<file path="config.mk">
export PLATFORM = sky130hd
export DESIGN_NAME = mtm_alu_serializer
export DESIGN_NICKNAME = d
export VERILOG_FILES = /design/src/rtl/mtm_alu_serializer.sv
export SDC_FILE = /design/constraint.sdc
export NUM_CORES = 1
export LEC_CHECK = 0
export ABC_AREA = 1
export ABC_CLOCK_PERIOD_IN_PS = 2900
export CAP_MARGIN = 20
export CORE_ASPECT_RATIO = 1.1
export CORE_UTILIZATION = 25
export CTS_CLUSTER_SIZE = 24
export DETAILED_ROUTE_END_ITERATION = 6
export PLACE_DENSITY_LB_ADDON = 0.05
export SYNTH_ARGS = -nofsm -noshare
export SYNTH_HDL_FRONTEND = slang
export SYNTH_SLANG_ARGS = --single-unit
</file>
<file path="constraint.sdc">
create_clock -name clk -period 2.9 [get_ports clk]
set_input_delay 0.87 -clock clk [delete_from_list [all_inputs] [get_ports clk]]
set_output_delay 0.87 -clock clk [all_outputs]
set_load 0.02 [all_outputs]
</file>
<file path="src/rtl/mtm_alu_serializer.sv">
// mtm_alu_serializer
// Output serializer for the mtm ALU. A result word and its control byte are
// captured from the core and sent on a single wire as 11-bit frames
// (start=0, type, 8 payload bits MSB first, stop=1). A normal result is sent
// as four DATA frames (C, MSB byte first) followed by one CTL frame. An
// error/status code (ctl_in[7]=1) is sent as a single CTL frame.
//
// Ports:
//   clk      system clock, rising edge
//   rst_n    asynchronous active-low reset
//   valid    one-cycle strobe, c_in/ctl_in carry a new result
//   c_in     32-bit result word
//   ctl_in   control byte (8'hFF = core idle code, never transmitted)
//   sout     registered serial output, idles high
//   busy     high while a transmission is on the line
//   overrun  sticky flag, valid seen while busy (cleared only by reset)
//
// State | meaning
// IDLE  | waiting for a result
// START | start bit (0)
// TYPE  | type bit (0=DATA, 1=CTL)
// DATA  | 8 payload bits, MSB first
// STOP  | stop bit (1), then next frame or IDLE

module mtm_alu_serializer #(
  parameter int BIT_CYCLES = 1
) (
  input  logic        clk,
  input  logic        rst_n,
  input  logic        valid,
  input  logic [31:0] c_in,
  input  logic [7:0]  ctl_in,
  output logic        sout,
  output logic        busy,
  output logic        overrun
);

  typedef enum logic [2:0] {IDLE, START, TYPE, DATA, STOP} state_t;

  state_t      state, state_nxt;
  logic [7:0]  baud_cnt, baud_nxt;
  logic [2:0]  bit_idx, bit_nxt;
  logic [2:0]  frame_idx, frame_nxt;
  logic [31:0] c_reg;
  logic [7:0]  ctl_reg;
  logic        err_mode;
  logic [7:0]  payload;
  logic        active, accept, tc, ctl_frame, sout_nxt;

  // The state register runs one cycle ahead of sout/busy, so the line is
  // still considered occupied in the capture cycle before busy rises.
  assign active    = busy | (state != IDLE);
  assign accept    = valid & ~active & (ctl_in != 8'hFF);
  assign tc        = (baud_cnt == 8'(BIT_CYCLES - 1));
  assign ctl_frame = err_mode | (frame_idx == 3'd4);

  always_comb begin
    payload = ctl_reg;
    if (!ctl_frame) begin
      case (frame_idx)
        3'd0:    payload = c_reg[31:24];
        3'd1:    payload = c_reg[23:16];
        3'd2:    payload = c_reg[15:8];
        default: payload = c_reg[7:0];
      endcase
    end
  end

  always_comb begin
    state_nxt = state;
    baud_nxt  = baud_cnt;
    bit_nxt   = bit_idx;
    frame_nxt = frame_idx;
    sout_nxt  = 1'b1;
    case (state)
      IDLE: begin
        if (accept) begin
          state_nxt = START;
          baud_nxt  = '0;
          bit_nxt   = '0;
          frame_nxt = '0;
        end
      end
      default: begin
        if (tc) begin
          baud_nxt = '0;
          case (state)
            START: state_nxt = TYPE;
            TYPE: begin
              state_nxt = DATA;
              bit_nxt   = '0;
            end
            DATA: begin
              if (bit_idx == 3'd7) state_nxt = STOP;
              else bit_nxt = bit_idx + 3'd1;
            end
            default: begin
              if (ctl_frame) begin
                state_nxt = IDLE;
              end else begin
                state_nxt = START;
                frame_nxt = frame_idx + 3'd1;
              end
            end
          endcase
        end else begin
          baud_nxt = baud_cnt + 8'd1;
        end
      end
    endcase
    case (state)
      START:   sout_nxt = 1'b0;
      TYPE:    sout_nxt = ctl_frame;
      DATA:    sout_nxt = payload[3'd7 - bit_idx];
      default: sout_nxt = 1'b1;
    endcase
  end

  always_ff @(posedge clk or negedge rst_n) begin
    if (!rst_n) begin
      state     <= IDLE;
      baud_cnt  <= '0;
      bit_idx   <= '0;
      frame_idx <= '0;
      c_reg     <= '0;
      ctl_reg   <= '0;
      err_mode  <= 1'b0;
      sout      <= 1'b1;
      busy      <= 1'b0;
      overrun   <= 1'b0;
    end else begin
      state     <= state_nxt;
      baud_cnt  <= baud_nxt;
      bit_idx   <= bit_nxt;
      frame_idx <= frame_nxt;
      if (accept) begin
        c_reg    <= c_in;
        ctl_reg  <= ctl_in;
        err_mode <= ctl_in[7];
      end
      sout <= sout_nxt;
      busy <= (state != IDLE);
      if (valid && active && (ctl_in != 8'hFF)) overrun <= 1'b1;
    end
  end

endmodule

</file>
==> results of run 1 <==
layout make-up:
class | instances | area [um^2] | share of cell area
clock buffers | 15 | 277.8 | 0.06912
clock inverters | 1 | 5.005 | 0.001245
inverters | 41 | 156.4 | 0.03892
multi-input cells | 296 | 1396 | 0.3474
flip-flops and latches | 60 | 1503 | 0.3739
well taps | 154 | 192.7 | 0.04795
repair buffers | 49 | 488.0 | 0.1214
synth_stat cells, types with 2 or more instances:
cell      count
a21oi_1       4
buf_2         5
buf_4         5
clkbuf_1      2
dfrtp_1      59
ha_1          8
inv_1        38
inv_2         2
nand2_1     161
nand2_4       2
nand3_1      38
nor2_1       34
nor4_1        4
o21ai_0      14
o21ai_1      13
o22ai_1       3
xor2_1        3
cells in the final DEF, fill, tap and decap left out, types with 2 or more instances in the layout:
master           count
nand2_4              2
nand3_1             38
o22ai_1              3
clkbuf_16            9
nand2_1            161
a21oi_1              4
dfrtp_1             59
nor4_1               4
inv_2                2
o21ai_0             14
nor2_1              34
o21ai_1             13
xor2_1               3
buf_4                3
ha_1                 8
clkbuf_8             3
clkdlybuf4s50_1     44
inv_1               38
clkbuf_1             3
power groups by stage:
stage          Clock, mW  Combinational, mW  Sequential (mW)
2_1_floorplan          0               1.36             1.40
3_3_place_gp           0               1.82             1.47
3_5_place_dp           0               1.83             1.47
4_1_cts             1.05               1.84             1.46
5_1_grt             1.08               2.10             1.51
6_report            1.02               1.79             1.46
kinds of logic (layout without fill, tap and decap cells):
logic type | Yosys count | after routing | synth area share
flip-flops | 60 | 60 | 0.4808
adder cells (fa/ha/maj) | 8 | 8 | 0.03203
buffers and inverters | 53 | 106 | 0.07246
AND/OR/NAND/NOR | 245 | 245 | 0.3319
AO/OA/AOI/OAI | 39 | 39 | 0.07166
XOR/XNOR | 4 | 4 | 0.01121
how the worst max path moves through the flow:
stage               from         to  slack (ps)  cells after the start
2_1_floorplan  ctl_in[0]  c_reg[10]        1040                      7
3_3_place_gp   ctl_in[5]  c_reg[23]         230                      8
3_5_place_dp   ctl_in[4]  c_reg[22]         210                      8
4_1_cts        ctl_in[0]  c_reg[22]         550                      8
5_1_grt        ctl_in[5]  c_reg[22]         260                      8
6_report       ctl_in[4]  c_reg[22]         560                      8
worst max-delay path, stage by stage:
cell	delay [ps]
clkdlybuf4s50_1	460
inv_1	50
nor4_1	310
nand2_1	190
nand3_4	150
inv_2	270
nand2_1	120
o21ai_0	80
metal layers:
| metal | wire [um] | GRT usage |
|---|---|---|
| met2 | 3723 | 0.2152 |
| met5 | 0 | 0 |
| met3 | 241 | 0.02354 |
| met1 | 4009 | 0.1904 |
| met4 | 173 | 0.06841 |
==> key figures, run 1 <==
Run status
  – Status: finished, final reports clean

Worst hold path
  – Worst Hold Class: register to register
  – Hold Startpoint: overrun
  – Hold Path Sink: overrun
  – Hold-critical path depth: 1

Final layout
  – Max reg flops: 32
  – Design Area, Final: 0.004019 mm^2
  – Post-layout util: 0.3325
  – Layout cells sized above 1: 0.06926
  – Nets: 508
  – Synth-to-layout area growth: 28.58%
  – ANT cells: 0
  – Layout Cells excl Fill: 616
  – Fillers: 1329

Detailed routing
  – DR vias/cell: 4.286
  – WL per Instance: 13.23 um
  – Final wirelength: 8147 um
  – Via count: 2640
  – Antenna-violating nets left: 0
  – Router iterations before antenna repair: 4
  – Drt drc: 0
  – Detailed Route Iter0 Violations: 87

Die
  – Ports: 46
  – Core footprint: 0.01209 mm^2
  – DIE AREA: 0.01295 mm^2
  – Row Count: 42
  – Die width: 108.6 um
  – Die height: 119.3 um
  – Starting density of the core: 0.2586

Timing
  – RSZ-0062 raised after global routing: no
  – Setup TNS: 0 ps
  – Final setup fails: 0
  – Worst-Margin Slew: 673.8 ps
  – Final hold violations: 0
  – Final Max Tran Viols: 0
  – Fin Hold WS: 471.8 ps
  – Fmax: 427.2 MHz
  – Final period util: 0.8071
  – Max transition margin: 0.5508
  – Min Clock Period, post-route: 2341 ps
  – Clock skew: 3.392 ps
  – Setup ws final: 559.4 ps

Critical path
  – Worst R2R End: sout
  – Element type at the critical path start: primary input
  – Worst r2r path cells: 10
  – Crit. End Element: register
  – Critical path peak fanout: 40
  – Critical Setup Path Class: primary input to register
  – Worst path arrival time: 2520 ps
  – Setup slack, reg-to-reg: 800 ps
  – R2R Path Start: frame_idx[0]
  – Required @ worst endpoint: 3080 ps

Pwr
  – Pwr dens: 1062 mW/mm^2
  – Clock Power Share: 0.238
  – P_sw: 1.774 mW
  – Sw frac: 0.4157
  – Max VDD drop: 0.3014 mV
  – Total power: 4.267 mW
  – Gate power share: 0.420
  – Internal power: 2.494 mW
  – Flop pwr share: 0.342
  – Pleak: 1.958 nW

CTS
  – Clock-pin slew on the worst setup and hold paths: 50 ps
  – Clk Tree Root Cell: clkbuf_16
  – Setup Buffers After CTS: 0
  – TritonCTS Sinks: 60
  – CTS tree: yes
  – Cts bufs inserted: 9
  – Latest clock arrival within the worst-skew pair: 330 ps
  – Max clock buf depth: 2
  – CTS H-Tree Depth: 3
  – CTS resizes: 0
  – # hold bufs at CTS: 0

Global route
  – Largest net degree at the start of global routing: 41
  – First-pass GRT wire length: 13660 um
  – Number of global-route vias before repair: 2709
  – Grt ovf: 0
  – Initial antenna violation count: 0
  – Total GRT Usage: 0.1406

Synth
  – Seq/Total Area, Yosys: 0.4808
  – Yosys top cell area share: 0.4724
  – Post-synth EDFFs: 0
  – Syn_nets: 460
  – Async S/R FF share, synth: 1.000
  – Synth warn: 0
  – Synth Cell Area: 0.003125 mm^2
  – Post-synth cell types: 31
  – Mapped Cells: 409
  – Main synth FF type: dfrtp_1
  – Flop and latch count out of synthesis: 60
  – Post-synth top area cell: dfrtp_1
  – Avg Inst Size Synth: 7.642 um^2
  – Largest cells by area after synthesis: dfrtp_1 47%, nand2_1 19%, nand3_1 6.1%

Placement
  – Area after DPL: 0.003736 mm^2
  – PortBufs: 45
  – Routability congestion estimate: 0.7274
  – Inst Count DP: 600
  – Hpwl dp: 5872 um
  – Setup WS pre-CTS: 207.8 ps

Flow run
  – Max Cap Viol: 0
No activity file was read; power rests on OpenSTA's default activity.
==> run 2: changes to the inputs <==
--- a/config.mk
+++ b/config.mk
@@ -6,7 +6,7 @@
 export NUM_CORES = 1
 export LEC_CHECK = 0
 export ABC_AREA = 1
-export ABC_CLOCK_PERIOD_IN_PS = 2900
+export ABC_CLOCK_PERIOD_IN_PS = 2350
 export CAP_MARGIN = 20
 export CORE_ASPECT_RATIO = 1.1
 export CORE_UTILIZATION = 25
==> constraint.sdc (replaced) <==
create_clock -name clk -period 2.35 [get_ports clk]
set_input_delay 0.705 -clock clk [delete_from_list [all_inputs] [get_ports clk]]
set_output_delay 0.705 -clock clk [all_outputs]
set_load 0.02 [all_outputs]
==> run 2 against run 1 <==
Net effect:
- sequential cell count is the same
- via count up 2.9%
- clock power up 30%
- power increased by 27%
- cell count is 1.1% higher
- combinational power up 27%
- first-iteration DRC count is 24% higher
- largest power group unchanged
==> key figures, run 2 (same netlist as run 1, synthesis figures left out) <==
Detailed routing
  – Antenna-violating nets left: 0 (unchanged)
  – DR vias/cell: 4.361 (+1.8%)
  – Drt drc: 0 (unchanged)
  – WL per Instance: 12.87 um (-2.7%)
  – Final wirelength: 8017 um (-1.6%)
  – Via count: 2717 (+2.9%)
  – Detailed Route Iter0 Violations: 108 (+24%)
  – Router iterations before antenna repair: 4 (unchanged)

Final layout
  – Most common cell after layout, fill and taps aside: nand2_1
  – Fillers: 1327 (-0.15%)
  – Register Area: 0.001503 mm^2 (unchanged)
  – ANT cells: 0 (unchanged)
  – Nets: 515 (+1.4%)
  – Most frequent cells in the layout: 161 x nand2_1, 59 x dfrtp_1, 44 x clkdlybuf4s50_1, 38 x inv_1, 38 x nand3_1
  – Layout cells sized above 1: 0.08955 (+0.02029)
  – Max reg flops: 32 (unchanged)
  – Synth-to-layout area growth: 31.71%
  – Layout Cells excl Fill: 623 (+1.1%)
  – Multi-input logic area: 0.001396 mm^2 (unchanged)
  – Design Area, Final: 0.004116 mm^2 (+2.4%)

Worst hold path
  – Worst Hold Class: primary input to async pin

Die
  – Row Count: 42 (unchanged)
  – Die height: 119.3 um (unchanged)
  – Starting density of the core: 0.2586 (unchanged)
  – Core footprint: 0.01209 mm^2 (unchanged)
  – Die width: 108.6 um (unchanged)
  – Ports: 46 (unchanged)
  – DIE AREA: 0.01295 mm^2 (unchanged)

Timing
  – Final period util: 0.9136
  – Fmax: 465.8 MHz
  – Min Clock Period, post-route: 2147 ps
  – RSZ-0062 raised after global routing: no
  – Max transition margin: 0.5937 (+0.04286)
  – Final hold violations: 0 (unchanged)
  – Fin Hold WS: 377.7 ps (-94.12 ps)
  – Final setup fails: 0 (unchanged)
  – Final Max Tran Viols: 0 (unchanged)
  – Worst-Margin Slew: 609.5 ps (-64.29 ps)
  – Clock skew: 7.299 ps (+3.906 ps)

Placement
  – Inst Count DP: 607 (+1.2%)
  – Hpwl dp: 5791 um (-1.4%)
  – Area after DPL: 0.003814 mm^2 (+2.1%)
  – PortBufs: 45 (unchanged)
  – Routability congestion estimate: 0.7250 (-0.33%)

Critical path
  – Critical Setup Path Class: register to output pin
  – Element type at the critical path start: register
  – R2R Path Start: frame_idx[0]
  – Worst path arrival time: 1440 ps (-1080 ps)
  – Worst r2r path cells: 14 (+4)
  – Worst R2R End: sout
  – CP delay by family, top: buffers and inverters
  – Required @ worst endpoint: 1640 ps (-1440 ps)
  – Crit. End Element: output pin
  – Worst path bufs/invs: 1 (-2)
  – Crit-path max cell delay: 590 ps (+130 ps)
  – Ordered cell list for the critical path: clkdlybuf4s50_1
  – Setup slack, reg-to-reg: 350 ps (-450 ps)
  – Critical path peak fanout: 1 (-98%)
  – CP max stage cell: clkdlybuf4s50_1

CTS
  – TritonCTS Sinks: 60 (unchanged)
  – Clock-pin slew on the worst setup and hold paths: 60 ps (about the same)
  – # hold bufs at CTS: 0 (unchanged)
  – Clk Tree Root Cell: clkbuf_16
  – Max clock buf depth: 2 (unchanged)
  – CTS tree: yes
  – CTS resizes: 0 (unchanged)
  – Latest clock arrival within the worst-skew pair: 340 ps (about the same)
  – Setup Buffers After CTS: 0 (unchanged)
  – CTS H-Tree Depth: 3 (unchanged)
  – Cts bufs inserted: 9 (unchanged)

Global route
  – Grt ovf: 0 (unchanged)
  – Total GRT Usage: 0.1431 (+0.002519)
  – Number of global-route vias before repair: 2793 (+3.1%)
  – Initial antenna violation count: 0 (unchanged)
  – Largest net degree at the start of global routing: 37 (-9.8%)
  – First-pass GRT wire length: 13860 um (+1.4%)

Flow run
  – Max Cap Viol: 0 (unchanged)

Pwr
  – Pleak: 2.013 nW (+2.8%)
  – Total power: 5.405 mW (+27%)
  – Pwr dens: 1313 mW/mm^2 (+24%)
  – Max VDD drop: 0.4967 mV (+65%)

Run status
  – Status: finished, final reports clean
[run 2: cell types whose count changed in the layout (fill, tap and decap cells not counted), sizes merged]
cell    before  now
clkinv       1    4
clkbuf      15   11
buf          5   12
bufinv       0    1
[run 2: metal layers]
layer  vias to the layer above  GRT usage  routed length, um
li1                       1400          -                  -
met1                      1262     0.1800               3749
met2                        41     0.2227               3746
met3                        14    0.04926                340
met4                         0    0.05659                182
met5                         -          0                  0
[run 2: power by group]
part	total, mW	switching [mW]	internal [mW]
clock	1.33	0.462	0.869
combinational	2.28	1.42	0.860
sequential	1.80	0.317	1.48
total	5.40	2.20	3.21
[run 2: worst max-delay path by stage]
stage	from	endpoint	cells past startpoint
2_1_floorplan	ctl_in[0]	c_reg[10]	7
3_3_place_gp	ctl_in[4]	baud_cnt[6]	9
3_5_place_dp	ctl_in[4]	baud_cnt[7]	9
4_1_cts	sout	sout	1
5_1_grt	frame_idx[0]	sout	14
6_report	sout	sout	1
[run 2: area by class of cell]
class,count,share of cell area
Clock buffer,11,0.06140
Inverter,41,0.03799
Multi-Input combinational cell,296,0.3392
Sequential cell,60,0.3650
Timing Repair Buffer,56,0.1374
Clock inverter,5,0.01216
Tap cell,154,0.04681
[run 2: stage by stage]
step | util | TNS [ps] | setup WS, ps
final | 0.3406 | 0 | 203.1
after global routing | 0.3406 | 0 | 54.83
after CTS | 0.3406 | 0 | 177.8
after detailed placement | 0.3155 | -671.9 | -74.50
after global placement | 0.3155 | -271.9 | -70.91
after floorplan | - | 0 | 653.1
==> run 3: changes to the inputs <==
--- a/config.mk
+++ b/config.mk
@@ -8,8 +8,12 @@
 export ABC_AREA = 1
 export ABC_CLOCK_PERIOD_IN_PS = 2350
 export CAP_MARGIN = 20
+export CELL_PAD_IN_SITES_DETAIL_PLACEMENT = 0
+export CELL_PAD_IN_SITES_GLOBAL_PLACEMENT = 1
 export CORE_ASPECT_RATIO = 1.1
+export CORE_MARGIN = 5
 export CORE_UTILIZATION = 25
+export CTS_CLUSTER_DIAMETER = 30
 export CTS_CLUSTER_SIZE = 24
 export DETAILED_ROUTE_END_ITERATION = 6
 export PLACE_DENSITY_LB_ADDON = 0.05
==> run 3 against run 2 <==
Net effect:
- wire length is 7.4% higher
- critical endpoint unchanged
- non-clock buffer count is 2 higher
- worst setup slack better by 11 ps
- power is 1.5% lower
- count of clock-buffer cells in the layout is 1 higher
- largest power group unchanged
==> key figures, run 3 (same netlist as run 1, synthesis figures left out) <==
Critical path
  – Ordered cell list for the critical path: clkdlybuf4s50_1
  – Required @ worst endpoint: 1640 ps (about the same)
  – CP max stage cell: clkdlybuf4s50_1
  – CP delay by family, top: buffers and inverters
  – Critical Setup Path Class: register to output pin
  – Critical path peak fanout: 1 (unchanged)
  – Crit-path max cell delay: 590 ps (about the same)
  – Worst path arrival time: 1430 ps (about the same)
  – Worst path bufs/invs: 1 (unchanged)
  – Element type at the critical path start: register
  – Crit. End Element: output pin

Die
  – Core footprint: 0.01214 mm^2 (+0.43%)
  – DIE AREA: 0.01484 mm^2 (+15%)
  – Die width: 116.6 um (+7.4%)
  – Starting density of the core: 0.2575 (-0.001119)
  – Row Count: 42 (unchanged)
  – Ports: 46 (unchanged)
  – Die height: 127.3 um (+6.7%)

Final layout
  – ANT cells: 0 (unchanged)
  – Most frequent cells in the layout: 161 x nand2_1, 59 x dfrtp_1, 44 x clkdlybuf4s50_1, 38 x inv_1, 38 x nand3_1
  – Most common cell after layout, fill and taps aside: nand2_1
  – Synth-to-layout area growth: 30.98%
  – Fillers: 1320 (-0.53%)
  – Max reg flops: 32 (unchanged)
  – Layout cells sized above 1: 0.09130 (+0.001743)
  – Nets: 517 (+0.39%)

Detailed routing
  – Met2 wire length: 3820 um (+2.0%)
  – Max Used Layer: met4
  – Met1 WL: 4166 um (+11%)
  – DR WL met3: 437 um (+29%)
  – Antenna-violating nets left: 0 (unchanged)
  – WL per Instance: 13.78 um (+7.1%)
  – DR vias/cell: 4.322 (-0.91%)
  – Final wirelength: 8612 um (+7.4%)
  – Drt drc: 0 (unchanged)
  – Via count: 2701 (-0.59%)
  – Router iterations before antenna repair: 4 (unchanged)
  – Detailed Route Iter0 Violations: 130 (+20%)

Timing
  – Min Clock Period, post-route: 2136 ps (-11.07 ps)
  – Worst-Margin Slew: 406.7 ps (-202.9 ps)
  – Final setup fails: 0 (unchanged)
  – Final hold violations: 0 (unchanged)
  – Final period util: 0.9089 (-0.004711)
  – Setup ws final: 214.1 ps (+11.07 ps)
  – Fmax: 468.2 MHz (+0.52%)
  – Fin Hold WS: 379.9 ps (+2.226 ps)
  – RSZ-0062 raised after global routing: no
  – Clock skew: 5.656 ps (-1.643 ps)
  – Setup TNS: 0 ps (unchanged)
  – Max transition margin: 0.7282 (+0.1346)
  – Final Max Tran Viols: 0 (unchanged)

Pwr
  – Pwr dens: 1300 mW/mm^2 (-0.96%)
  – Max VDD drop: 0.4592 mV (-7.5%)
  – Total power: 5.323 mW (-1.5%)
  – Pleak: 1.992 nW (-1.1%)

Placement
  – Routability congestion estimate: 0.7827 (+8.0%)
  – PortBufs: 45 (unchanged)
  – Hpwl dp: 6207 um (+7.2%)
  – Setup WS pre-CTS: -143.2 ps (-68.75 ps)

Global route
  – Grt ovf: 0 (unchanged)
  – First-pass GRT wire length: 14140 um (+2.0%)
  – Number of global-route vias before repair: 2788 (-0.18%)
  – Largest net degree at the start of global routing: 61 (+65%)
  – Total GRT Usage: 0.1240 (-0.01909)
  – Initial antenna violation count: 0 (unchanged)

Worst hold path
  – Worst Hold Class: primary input to async pin

CTS
  – Latest clock arrival within the worst-skew pair: 330 ps (about the same)
  – Clk Tree Root Cell: clkbuf_16
  – Cts bufs inserted: 9 (unchanged)
  – CTS H-Tree Depth: 3 (unchanged)
  – TritonCTS Sinks: 60 (unchanged)
  – Max clock buf depth: 2 (unchanged)
  – CTS tree: yes
  – Clock-pin slew on the worst setup and hold paths: 60 ps (about the same)

Flow run
  – Max Cap Viol: 0 (unchanged)

Run status
  – Status: finished, final reports clean
==> run 3: cell count changes in the layout (fill, tap and decap cells not counted), moves of 2 or more <==
cell and change:
clkinvlp_4 +2, clkinv_2 -2, buf_4 +3, clkbuf_1 +2
==> run 3: area by class of cell <==
type                            count  area, um^2  share of cell area
Multi-Input combinational cell    296        1403              0.3426
Sequential cell                    60        1503              0.3671
Timing Repair Buffer               58       568.0              0.1388
Inverter                           41       156.4             0.03820
Clock inverter                      4       25.02            0.006112
Tap cell                          154       192.7             0.04707
Clock buffer                       12       246.5             0.06021
==> run 3: routing by layer <==
metal	GRT usage	vias to the layer above
met5	0	-
met4	0.06275	0
met2	0.1862	40
met1	0.1661	1248
met3	0.02933	14
li1	-	1399
==> run 3: per-stage QoR <==
step | cells | instance area, um^2 | utilization
floorplan | 409 | 3126 | -
CTS | 625 | 4088 | 0.3367
finish | 625 | 4094 | 0.3373
global placement | 609 | 3816 | 0.3144
global route | 625 | 4094 | 0.3373
detailed placement | 609 | 3816 | 0.3144
==> run 3: final timing paths <==
| path | cells past startpoint | end | slack [ps] | startpoint |
|---|---|---|---|---|
| setup / recovery | 1 | sout | 210 | sout |
| hold / removal | 2 | c_reg[11] | 380 | rst_n |
| setup reg to reg | 12 | sout | 340 | frame_idx[0] |
| hold reg to reg | 1 | overrun | 470 | overrun |
| max in group asynchronous | 2 | sout | 1650 | rst_n |
| min in group clk | 1 | overrun | 470 | overrun |
==> run 3: report_power, final <==
group | internal (mW) | switching [mW] | leakage [nW] | total (mW)
combinational | 0.857 | 1.46 | 1.11 | 2.32
clock | 0.738 | 0.478 | 0.129 | 1.22
sequential | 1.48 | 0.309 | 0.757 | 1.79
total | 3.07 | 2.25 | 1.99 | 5.32
==> run 3: timing repair <==
action	in CTS	in global routing
hold buffers	0	0
buffers inserted	0	0
gates resized for setup	0	1
setup endpoints to repair	0	1
